===== src/rtl/ysyx_22041207_pkg.sv =====
// Shared types and constants for the ysyx_22041207 read arbiter.
package ysyx_22041207_pkg;

    localparam int ADDR_W = 64;
    localparam int DATA_W = 64;
    localparam int SIZE_W = 8;

    localparam logic GRANT_IF  = 1'b0;
    localparam logic GRANT_LSU = 1'b1;

    typedef enum logic [1:0] {
        IDLE = 2'd0,
        ADDR = 2'd1,
        DATA = 2'd2
    } arb_state_e;

endpackage


===== src/rtl/ysyx_22041207_arb_pick.sv =====
// Combinational two-way picker: a lone requester wins; a tie goes to the
// master that is not last_grant.
module ysyx_22041207_arb_pick
    import ysyx_22041207_pkg::*;
(
    input  logic valid0,
    input  logic valid1,
    input  logic last_grant,
    output logic winner,
    output logic any
);

    always_comb begin
        any    = valid0 | valid1;
        winner = GRANT_IF;
        if (valid0 && valid1) begin
            winner = ~last_grant;
        end else if (valid1) begin
            winner = GRANT_LSU;
        end
    end

endmodule


===== src/rtl/ysyx_22041207_rd_arbiter.sv =====
// Two-master read arbiter (IF = m0, LSU = m1) in front of one memory read port.
// Define YSYX_22041207_ARB_RR_EN for round-robin ties; otherwise LSU wins ties.
module ysyx_22041207_rd_arbiter
    import ysyx_22041207_pkg::*;
(
    input  logic              clk,
    input  logic              rst_n,

    input  logic              m0_r_valid_i,
    output logic              m0_r_ready_o,
    input  logic [ADDR_W-1:0] m0_r_addr_i,
    input  logic [SIZE_W-1:0] m0_r_size_i,
    output logic              m0_data_valid_o,
    input  logic              m0_data_ready_i,
    output logic [DATA_W-1:0] m0_data_o,

    input  logic              m1_r_valid_i,
    output logic              m1_r_ready_o,
    input  logic [ADDR_W-1:0] m1_r_addr_i,
    input  logic [SIZE_W-1:0] m1_r_size_i,
    output logic              m1_data_valid_o,
    input  logic              m1_data_ready_i,
    output logic [DATA_W-1:0] m1_data_o,

    output logic              s_r_valid_o,
    input  logic              s_r_ready_i,
    output logic [ADDR_W-1:0] s_r_addr_o,
    output logic [SIZE_W-1:0] s_r_size_o,
    input  logic              s_data_valid_i,
    output logic              s_data_ready_o,
    input  logic [DATA_W-1:0] s_data_i,

    output logic              grant_o,
    output logic              busy_o
);

    arb_state_e state;
    logic       last_grant;
    logic       pick_winner;
    logic       pick_any;
    logic       in_idle;
    logic       in_data;
    logic       accept;
    logic       data_done;

    ysyx_22041207_arb_pick u_pick (
        .valid0     (m0_r_valid_i),
        .valid1     (m1_r_valid_i),
        .last_grant (last_grant),
        .winner     (pick_winner),
        .any        (pick_any)
    );

    assign in_idle   = (state == IDLE);
    assign in_data   = (state == DATA);
    assign accept    = in_idle && pick_any;
    assign data_done = s_data_valid_i && s_data_ready_o;

`ifdef YSYX_22041207_ARB_RR_EN
    always_ff @(posedge clk or negedge rst_n) begin
        if (!rst_n) begin
            last_grant <= GRANT_IF;
        end else if (accept) begin
            last_grant <= pick_winner;
        end
    end
`else
    // Pinning last_grant to IF turns the picker's tie rule into fixed LSU priority.
    assign last_grant = GRANT_IF;
`endif

    always_ff @(posedge clk or negedge rst_n) begin
        if (!rst_n) begin
            state      <= IDLE;
            grant_o    <= GRANT_IF;
            s_r_addr_o <= '0;
            s_r_size_o <= '0;
        end else begin
            case (state)
                IDLE: begin
                    if (pick_any) begin
                        grant_o    <= pick_winner;
                        s_r_addr_o <= (pick_winner == GRANT_LSU) ? m1_r_addr_i : m0_r_addr_i;
                        s_r_size_o <= (pick_winner == GRANT_LSU) ? m1_r_size_i : m0_r_size_i;
                        state      <= ADDR;
                    end
                end
                ADDR: begin
                    if (s_r_ready_i) begin
                        state <= DATA;
                    end
                end
                DATA: begin
                    if (data_done) begin
                        state <= IDLE;
                    end
                end
                default: state <= IDLE;
            endcase
        end
    end

    // Request acceptance is combinational so a master is handshaken the cycle it asks.
    assign m0_r_ready_o = accept && (pick_winner == GRANT_IF);
    assign m1_r_ready_o = accept && (pick_winner == GRANT_LSU);

    assign s_r_valid_o    = (state == ADDR);
    assign s_data_ready_o = in_data && ((grant_o == GRANT_LSU) ? m1_data_ready_i : m0_data_ready_i);

    assign m0_data_valid_o = in_data && (grant_o == GRANT_IF)  && s_data_valid_i;
    assign m1_data_valid_o = in_data && (grant_o == GRANT_LSU) && s_data_valid_i;
    assign m0_data_o       = s_data_i;
    assign m1_data_o       = s_data_i;

    assign busy_o = !in_idle;

endmodule

===== config.mk =====
export PLATFORM = sky130hd
export DESIGN_NAME = ysyx_22041207_rd_arbiter
export DESIGN_NICKNAME = d
export VERILOG_FILES = /design/src/rtl/ysyx_22041207_pkg.sv /design/src/rtl/ysyx_22041207_arb_pick.sv /design/src/rtl/ysyx_22041207_rd_arbiter.sv
export SDC_FILE = /design/constraint.sdc
export NUM_CORES = 1
export LEC_CHECK = 0
export ABC_AREA = 1
export CAP_MARGIN = 20
export CELL_PAD_IN_SITES_DETAIL_PLACEMENT = 0
export CELL_PAD_IN_SITES_GLOBAL_PLACEMENT = 1
export CORE_ASPECT_RATIO = 0.8
export CORE_MARGIN = 10
export CORE_UTILIZATION = 22
export DETAILED_ROUTE_END_ITERATION = 10
export PLACE_DENSITY_LB_ADDON = 0.1
export SLEW_MARGIN = 25
export SYNTH_ARGS = -nofsm -noshare
export SYNTH_HDL_FRONTEND = slang
export SYNTH_SLANG_ARGS = --single-unit

===== constraint.sdc =====
create_clock -name clk -period 2.4 [get_ports clk]
set_input_delay 0.6 -clock clk [delete_from_list [all_inputs] [get_ports clk]]
set_output_delay 0.6 -clock clk [all_outputs]
set_load 0.05 [all_outputs]

---- Word level (Yosys, flattened, before mapping) ----
Cells that the tools add are included.
W data, S select, Z words.
storage, ports and cells
  bits in registers ....................... 75
operators by class
  eq/ne operators ......................... 5
  reductions and logical operators ........ 14
  bitwise logic cells ..................... 3
  muxes and demuxes ....................... 9
operator list
  operator              number
  $mux W64              1
  $logic_and A1 B1 Y1   10
  $mux W8               1
  $mux W2               3
  $pmux W2 S3           1
  $ne A2 B1 Y1 const B  2
  $mux W1               3
  $reduce_and A3 Y1     1
  $eq A2 B1 Y1 const B  1
  $eq A2 B2 Y1 const B  1
  $logic_not A2 Y1      1
  $ne A2 B2 Y1 const B  1
  $not A1 Y1            2
  $reduce_and A2 Y1     1
  $logic_not A1 Y1      1
  $or A1 B1 Y1          1

---- Logic depth before layout (Yosys ltp) ----
  depth after elaboration ................. 5
  mapped depth ............................ 7
  mapped depth without buffers ............ 5

---- Hierarchy ----
From an unflattened synthesis, not the netlist that was laid out.
second synthesis, totals
  cells, all modules ...................... 694
  area total of the unflattened synthesis .. 4795.8 um^2
modules (own cells, without submodules)
  module                    cells an instance  area each (um^2)  times used
  ysyx_22041207_rd_arbiter  691                4780.8            1
  ysyx_22041207_arb_pick    3                  15.0              1

---- Worst setup path after synthesis ----
No wires, ideal clock.
  path type ............................... reg2out
  start point ............................. register grant_o
  end point ............................... output port m1_data_valid_o
  cell stages (with the launch flop) ...... 3
  buffers on the path ..................... 0
  arrival time ............................ 1.880 ns
  path slack .............................. -0.080 ns
  path through ............................ dfrtp_1 > inv_1 > nor3_1
on the way
  longest elaborated chain between the ends .. 2
RTL lines
  element                            line                             RTL
  from (decl)                        ysyx_22041207_rd_arbiter.sv:33   output logic grant_o,
  from (signal assigned)             ysyx_22041207_rd_arbiter.sv:82   grant_o <= pick_winner;
  $logic_and A1 B1 Y1 (2 in series)  ysyx_22041207_rd_arbiter.sv:111  assign m1_data_valid_o = in_data && (grant_o == GRANT_LSU) && s_data_valid_i;
  to (decl)                          ysyx_22041207_rd_arbiter.sv:21   output logic m1_data_valid_o,
Every way passes these cells.

---- Final worst setup path ----
  start point ............................. input port m0_r_valid_i
  end point ............................... output port m0_r_ready_o
on the way
  longest elaborated chain between the ends .. 4
  elaborated cells between the ends (all ways) .. 6
  classes of those cells .................. mux: 1; bitwise: 2; reduce/logical: 3
RTL lines
  element                  line                             RTL
  from (decl)              ysyx_22041207_rd_arbiter.sv:9    input logic m0_r_valid_i,
  $logic_and A1 B1 Y1      ysyx_22041207_arb_pick.sv:16     if (valid0 && valid1) begin
  $mux W1                  ysyx_22041207_arb_pick.sv:16
  $not A1 Y1               ysyx_22041207_rd_arbiter.sv:104  assign m0_r_ready_o = accept && (pick_winner == GRANT_IF);
  $logic_and A1 B1 Y1 (*)  ysyx_22041207_rd_arbiter.sv:104
  to (decl)                ysyx_22041207_rd_arbiter.sv:10   output logic m0_r_ready_o,
Every way passes the cells marked *; elsewhere a longest branch is shown, timed or not.

==> reports/results.tsv <==
metric	value	unit
outcome	complete, no violations	
grt_pass1_vias	4360	
syn_nets	909	
relSlewSlack	45.5	%
final_hold_viol_count	0	
first_pass_iters	4	
end_kind	output port	
cp.required	1.80	ns
tritoncts	done	
cts_buffers	9	
ir_worst_vdd	442	uV
critPathTopFamily	buffers and inverters	
path_clk_slew	0.06	ns
finalPower	9.00	mW
worst_pin_slew	0.818	ns
final_cell_area	6880	sq um
synth_compound_area_share	7.91	%
path_depth	5	
io_buffer_count	231	
synthAdderAreaFrac	0	%
max_stage_delay	0.54	ns
fin_crit	2.27	ns
met2_usage	15.3	%
start_util	22.6	%
synth_top_family_by_area	buffers and inverters	
fmax	0.441	GHz
critPathLaunchType	input pin	
timing.final.crit_share	94.6	%
async_flop_share	100	%
drcViolationCount	0	
finalNetCount	997	
use_met3	6.13	%
final_max_slew_viol_count	0	
dp_hpwl	12300	um
yosysTopAreaCellShare	38.2	%
synth_edf_count	0	
gr-usage-all-layers	11.1	%
postPlaceCellArea	6530	sq um
r2r_cells	5	
synth_ff_type	dfrtp_1	
floorplan.io_pins	424	
finalSetupViolCount	0	
cp_max_fo	2	
nFillCells	2328	
antenna_found_initial	1	
cts_setup_buffers	0	
synth_mux_area_share	0	%
worstSkewPairLatency	0.34	ns
synthTopCellsByArea	dfrtp_1 (38%), nand2_1 (23%), buf_4 (21%), o21ai_0 (6.5%), inv_1 (6.1%)	
grt_start_max_net_pins	101	
power_density	1310	nW/um^2
n_antenna_cell	0	
arrival	1.67	ns
ys_ff_latch	75	
hold_path_class	input pin to asynchronous set/reset pin	
cts_hold_buf	0	
ant_nets	0	
seqCellArea	1880	sq um
syn_inst	693	
synth_area_leader_cell	dfrtp_1	
yosysSeqAreaShare	38.2	%
root_buffer	clkbuf_16	
grt_setup_unrepaired	false	
synth_xor_xnor_area_share	0	%
cts_max_path_buffers	2	
dpl_worst_slack	0.126	ns
area_growth	39.9	%
via_per_inst	3.81	
crit_type	input pin to output port	
core-area	21800	sq um
gr-usage-met1	14.2	%
cap_violations	0	
wl_per_cell	15.0	um
fin_tns_setup	0	ns
crit_buf_inv	3	
drt_iter0_drc	210	
die_y	154	um
setup_slack	0.130	ns
drt_wl_total	16200	um
yosysUniqueCellTypes	17	
fp.dieW	187	um
grt_pass1_wl	25300	um
ctsResizeCount	0	
path_cells	clkdlybuf4s50_1 -> o21ai_4 -> or2_1 -> inv_1 -> buf_4	
syn_avg_cell_area	7.10	sq um
rows	48	
place_congestion	0.749	
gr-total-overflow	0	
htree_levels	3	
drive_gt1_share	4.33	%
numClockSinks	75	
synth-simple-area-share	23.7	%
via_count	4131	
multi_input_area	1570	sq um
yosysWarnings	0	
slowest_stage	clkdlybuf4s50_1	
leakagePower	3.41	nW
fin_worst_skew	0.00550	ns
dieArea	28800	sq um
syn-cell-area	4920	sq um
gr-max-usage-layer	met2	
## kinds of logic after synthesis
group,after synthesis
and+or+nand+nor,303
buffers and inverters,239
AOI/OAI and AO/OA,76
DFF,75
## power breakdown
group / internal (mW) / switching, mW / leakage, nW
logic: 1.66 / 3.56 / 2.30
registers: 1.86 / 0.314 / 0.935
clock network: 1.07 / 0.534 / 0.168
## final timing paths
check | startpoint | endpoint | slack [ns]
setup / recovery | m0_r_valid_i | m0_r_ready_o | 0.13
hold / removal | rst_n | state[1] | 0.21
setup reg to reg | state[1] | s_r_addr_o[59] | 0.86
hold reg to reg | s_r_addr_o[37] | s_r_addr_o[37] | 0.47
max in group asynchronous | rst_n | s_r_addr_o[33] | 1.55
min in group clk | s_r_addr_o[37] | s_r_addr_o[37] | 0.47
## placed cells by master, fill, tap and decap left out
cell and n:
buf_12 7, buf_4 7, bufinv_16 3, clkbuf_16 9
clkbuf_8 2, clkdlybuf4s50_1 222, clkinvlp_4 1, dfrtp_1 75
inv_1 80, nand2_1 295, nor2_1 2, nor2_2 2
nor2_8 1, nor3_1 1, nor3_2 1, o21ai_0 64
o21ai_1 9, o21ai_4 1, o21bai_1 1, o31ai_1 1
or2_1 1
## sequential cells by signal, summed over array words and instances (netlist names)
| register | flops |
|---|---|
| s_r_size_o | 8 |
| s_r_addr_o | 64 |
| state | 2 |
| grant_o | 1 |
## layout make-up
class	count	area share [%]
repair buffers	236	35.1
flip-flops and latches	75	27.3
clock inverters	4	1.42
inverters	80	4.36
multi-input cells	379	22.7
clock buffers	11	3.67
well taps	300	5.45
## cell usage after synthesis, types with 2 or more instances
cell	number
nand2_1	295
buf_4	140
inv_1	80
dfrtp_1	75
o21ai_0	64
o21ai_1	9
buf_6	8
clkbuf_1	6
buf_2	5
nor2_1	2
nor2_2	2
nor3_1	2
## metrics by stage
| stage | instances | hold slack, ns | utilization (%) |
|---|---|---|---|
| 2_1_floorplan | 693 | 0.304 | - |
| 3_3_place_gp | 1070 | 0.461 | 30.0 |
| 3_5_place_dp | 1070 | 0.464 | 30.0 |
| 4_1_cts | 1085 | 0.228 | 31.6 |
| 5_1_grt | 1085 | 0.246 | 31.6 |
| 6_report | 1085 | 0.213 | 31.6 |
## worst register-to-register path: stages (launching register included)
cell and delay, ns:
dfrtp_1 0.40, nor2_2 0.09, o21ai_4 0.06, buf_4 0.65, nand2_1 0.18, nand2_1 0.10
## per-layer routing
layer / vias to the layer above / part of all wire, %
met4: 2 / 1.7
li1: 2105 / -
met2: 229 / 40
met5: - / 0.080
met1: 1748 / 47
met3: 47 / 11
(Power assumes the default switching activity.)
==> RTL change 1, RTL diff (same flow settings) <==
Set the package constant `DATA_W` to 32 (it was 64).
--- a/src/rtl/ysyx_22041207_pkg.sv
+++ b/src/rtl/ysyx_22041207_pkg.sv
@@ -3,5 +3,5 @@
 
     localparam int ADDR_W = 64;
-    localparam int DATA_W = 64;
+    localparam int DATA_W = 32;
     localparam int SIZE_W = 8;
 
Interface: changed (resized m0_data_o, m1_data_o and s_data_i); port bits go from 424 to 328. The function was not compared with the original's and may differ.
==> RTL change 1 against the original RTL <==
Total power fell by 2.8%; final area down 1.3%; via count decreased by 1.9%; setup slack worse by 0.029 ns; utilization increased by 2.7 points; synthesized area is 9.8% lower; sequential cell count unchanged; global-route usage increased by 0.36 points; routed wire length decreased by 6.6%; register-to-register slack gained 0.03 ns; combinational power about the same; die area down 8.6%; critical path type unchanged.
==> RTL change 1: results <==
export IMPL_async_flop_share_pct=100.0
export IMPL_syn_nets=813
export IMPL_portBuffers=231
export IMPL_p_leak_nw=3.388
export IMPL_yosysUniqueCellTypes=17
export IMPL_clk_latency_ns=0.34
export IMPL_grt_pass1_vias=4410
export IMPL_final_nets=966
export IMPL_path_clk_slew_ns=0.06
export IMPL_status="finished clean"
export IMPL_grt_use_total_pct=11.43
export IMPL_vdd_drop_max_mv=0.5552
export IMPL_grt_ovfl_total=0
export IMPL_reg_largest_list="s_r_addr_o x64, s_r_size_o x8, state x2"
export IMPL_arrival_ns=1.70
export IMPL_hpwl_mm=11.47
export IMPL_cts_path_max_buffers=2
export IMPL_antenna_found_initial=0
export IMPL_cts_resized=0
export IMPL_h_tree_depth=3
export IMPL_initialDrtViolationCount=164
export IMPL_drive_above_1_share_pct=4.447
export IMPL_ys_seq_area_share_pct=42.29
export IMPL_clockRootBuffer="clkbuf_16"
export IMPL_grt_pass1_wl_mm=23.66
export IMPL_vias=4054
export IMPL_place_congestion=0.7753
export IMPL_wl_per_cell_microns=14.41
export IMPL_post_cts_buffers=0
export IMPL_hold_path_class="input pin to async pin"
export IMPL_final_setup_skew_ns=0.006448
export IMPL_grt_max_degree=110
export IMPL_synth_area_leaders="dfrtp_1 (42%), nand2_1 (25%), buf_4 (13%)"
export IMPL_numCtsBuffers=9
export IMPL_ys_top_cells_by_count="nand2_1 (295), inv_1 (80), buf_4 (76)"
export IMPL_worst_path_max_fanout=2
export IMPL_worstMarginPinSlew_ns=0.8158
export IMPL_first_pass_iters=4
export IMPL_yosys_warnings=0
RTL change 1: worst paths after layout:
check,from,endpoint,slack (ns),cells after the start
worst max register to register,state[1],state[0],0.89,4
worst max-delay path,m0_r_valid_i,m0_r_ready_o,0.10,5
max in group asynchronous,rst_n,state[0],1.52,2
worst min register to register,s_r_addr_o[31],s_r_addr_o[31],0.47,2
worst min-delay path,rst_n,s_r_addr_o[21],0.25,1
min in group clk,s_r_addr_o[31],s_r_addr_o[31],0.47,2
RTL change 1: final cells by class:
cell class                      instances  area, sq um
Clock buffer                           11        242.7
Tap cell                              264        330.3
Fill cell                            2107        13010
Inverter                               80        300.3
Clock inverter                          5        52.55
Sequential cell                        75         1877
Multi-Input combinational cell        379         1565
Timing Repair Buffer                  237         2422
Antenna cell                            1        2.502
RTL change 1: cells by family (layout without fill, tap and decap cells):
family,count (synthesis),after routing,synth area share [%]
AOI/OAI and AO/OA,76,76,8.768
buffers and inverters,175,333,22.72
DFF,75,75,42.29
other,0,1,0
and+or+nand+nor,303,303,26.22
RTL change 1: stage by stage:
step / cell area (sq um) / instances / power (mW) / setup WS, ns / hold WS (ns)
2_1_floorplan: 4443 / 629 / 5.831 / 0.06628 / 0.3044
3_3_place_gp: 6495 / 1035 / 7.474 / 0.1026 / 0.4606
3_5_place_dp: 6495 / 1035 / 7.491 / 0.08725 / 0.4635
4_1_cts: 6790 / 1051 / 8.917 / 0.08684 / 0.2651
5_1_grt: 6790 / 1051 / 9.335 / 0.06224 / 0.2790
6_report: 6793 / 1052 / 8.749 / 0.1016 / 0.2486
RTL change 1: power by group:
part	internal (mW)	switching, mW	total [mW]
combinational	1.67	3.55	5.22
sequential	1.86	0.315	2.18
clock	0.828	0.523	1.35
total	4.36	4.39	8.75
RTL change 1: worst max-delay path, stage by stage:
cell and delay [ns]:
clkdlybuf4s50_1 0.54, o21ai_4 0.06, or2_1 0.22, inv_1 0.07, buf_4 0.20
RTL change 1: layer usage:
metal	vias to the layer above	global-route usage, %	routed length [microns]
li1	2109	-	-
met1	1753	13.21	6468
met2	175	16.53	6283
met3	17	8.069	2253
met4	0	3.137	158
met5	-	0	0
==> RTL change 2, RTL diff (config.mk and constraints unchanged) <==
Made on the original files. Re-encode `arb_state_e` (3 states) as one-hot, 3 bits wide.
--- a/src/rtl/ysyx_22041207_pkg.sv
+++ b/src/rtl/ysyx_22041207_pkg.sv
@@ -9,8 +9,8 @@
     localparam logic GRANT_LSU = 1'b1;
 
-    typedef enum logic [1:0] {
-        IDLE = 2'd0,
-        ADDR = 2'd1,
-        DATA = 2'd2
+    typedef enum logic [2:0] {
+        IDLE = 3'b001,
+        ADDR = 3'b010,
+        DATA = 3'b100
     } arb_state_e;
 
Behaviour: same outputs for any inputs over 4 cycles, from zero or initial values and one cycle with rst_n low; so few cycles prove little.
==> RTL change 2 against the original RTL <==
Setup slack gained 0.0078 ns; synthesized cell count is 31% lower; sequential cell count increased by 1; synthesized area is 8.1% lower; final area fell by 6.0%; routed wire length is 7.6% lower; register-to-register slack got worse by 0.12 ns; total power shrank 1.9%; critical endpoint is now m0_data_valid_o.
==> RTL change 2: results <==
export IMPL_multi_input_gates=238
export IMPL_portBuffers=231
export IMPL_yosysUniqueCellTypes=20
export IMPL_clock_area_share_pct=4.639
export IMPL_hpwl_mm=11.89
export IMPL_slew_headroom_pct=61.35
export IMPL_arrival_ns=1.66
export IMPL_crit_family="simple AND/OR/NAND/NOR gates"
export IMPL_vias=3314
export IMPL_grt_use_total_pct=10.97
export IMPL_status="finished clean"
export IMPL_grt_max_degree=146
export IMPL_inv_count=11
export IMPL_reg_largest_list="s_r_addr_o x64, s_r_size_o x8, state x3"
export IMPL_syn_nets=693
export IMPL_power_switching_mw=4.394
export IMPL_p_leak_nw=2.822
export IMPL_worstReg2RegStart="state[0]"
export IMPL_synth_seq_cells=76
export IMPL_grt_pass1_wl_mm=22.49
export IMPL_wl_per_cell_microns=17.82
export IMPL_max_stage_delay_ns=0.40
export IMPL_worst_path_max_fanout=3
export IMPL_path_clk_slew_ns=0.07
export IMPL_taps=264
export IMPL_vdd_drop_max_mv=0.5050
export IMPL_initialDrtViolationCount=117
export IMPL_multi_input_area_share_pct=22.71
export IMPL_grt_pass1_vias=3657
export IMPL_ys_seq_area_share_pct=42.10
export IMPL_fillCellCount=2099
export IMPL_place_congestion=0.7527
export IMPL_synth_area_leaders="dfrtp_1 (42%), buf_4 (21%), mux2i_1 (16%)"
export IMPL_antenna_found_initial=1
export IMPL_final_nets=788
export IMPL_dpl_cell_area_sq_um=6170
export IMPL_nClkBuffers=9
export IMPL_buf_share_pct=37.43
export IMPL_drive_above_1_share_pct=6.932
export IMPL_final_seq_area_sq_um=1903
export IMPL_async_flop_share_pct=100.0
export IMPL_startpoint="state[1]"
export IMPL_n_antenna_cell=1
export IMPL_final_setup_skew_ns=0.007647
export IMPL_crit_slowest_cell="dfrtp_1"
export IMPL_ys_top_cells_by_count="buf_4 (128), nand2_1 (78), dfrtp_1 (75)"
-- RTL change 2: cell count changes after synthesis, moves of 12 or more --
cell     delta
mux2i_1    +72
o21ai_1    +30
inv_1      -71
nand2_1   -217
o21ai_0    -29
buf_4      -12
-- RTL change 2: cell families after synthesis --
family / count (synthesis) / share of synthesized area [%]
and+or+nand+nor: 92 / 8.221
DFF: 76 / 42.10
muxes: 72 / 15.94
AOI/OAI and AO/OA: 74 / 8.193
buffers and inverters: 163 / 25.55
-- RTL change 2: per-layer routing --
metal / wire [microns] / vias up / track usage [%]
li1: - / 1633 / -
met1: 5912 / 1430 / 12.05
met2: 6419 / 206 / 15.58
met3: 2212 / 45 / 7.978
met4: 463 / 0 / 5.117
met5: 0 / - / 0
-- RTL change 2: final timing paths --
kind / slack [ns] / to / cells after the start
worst max-delay path: 0.14 / m0_data_valid_o / 4
worst min-delay path: 0.17 / s_r_addr_o[63] / 1
worst max register to register: 0.74 / s_r_addr_o[9] / 8
worst min register to register: 0.48 / s_r_addr_o[37] / 2
max in group asynchronous: 1.63 / state[0] / 2
min in group clk: 0.48 / s_r_addr_o[37] / 2
-- RTL change 2: through the flow --
stage / setup slack [ns] / utilization, % / instances
floorplan: -0.06990 / - / 477
global placement: 0.1651 / 30.80 / 825
detailed placement: 0.1555 / 30.80 / 825
CTS: 0.09990 / 32.30 / 841
global route: 0.03722 / 32.30 / 841
finish: 0.1380 / 32.32 / 842
-- RTL change 2: power groups by stage --
stage          sequential (mW)  combinational (mW)  clock, mW
6_report                  2.26                5.18       1.39
5_1_grt                   2.35                5.55       1.52
4_1_cts                   2.27                5.29       1.46
3_5_place_dp              2.27                5.29          0
3_3_place_gp              2.25                5.30          0
2_1_floorplan             4.34                1.84          0
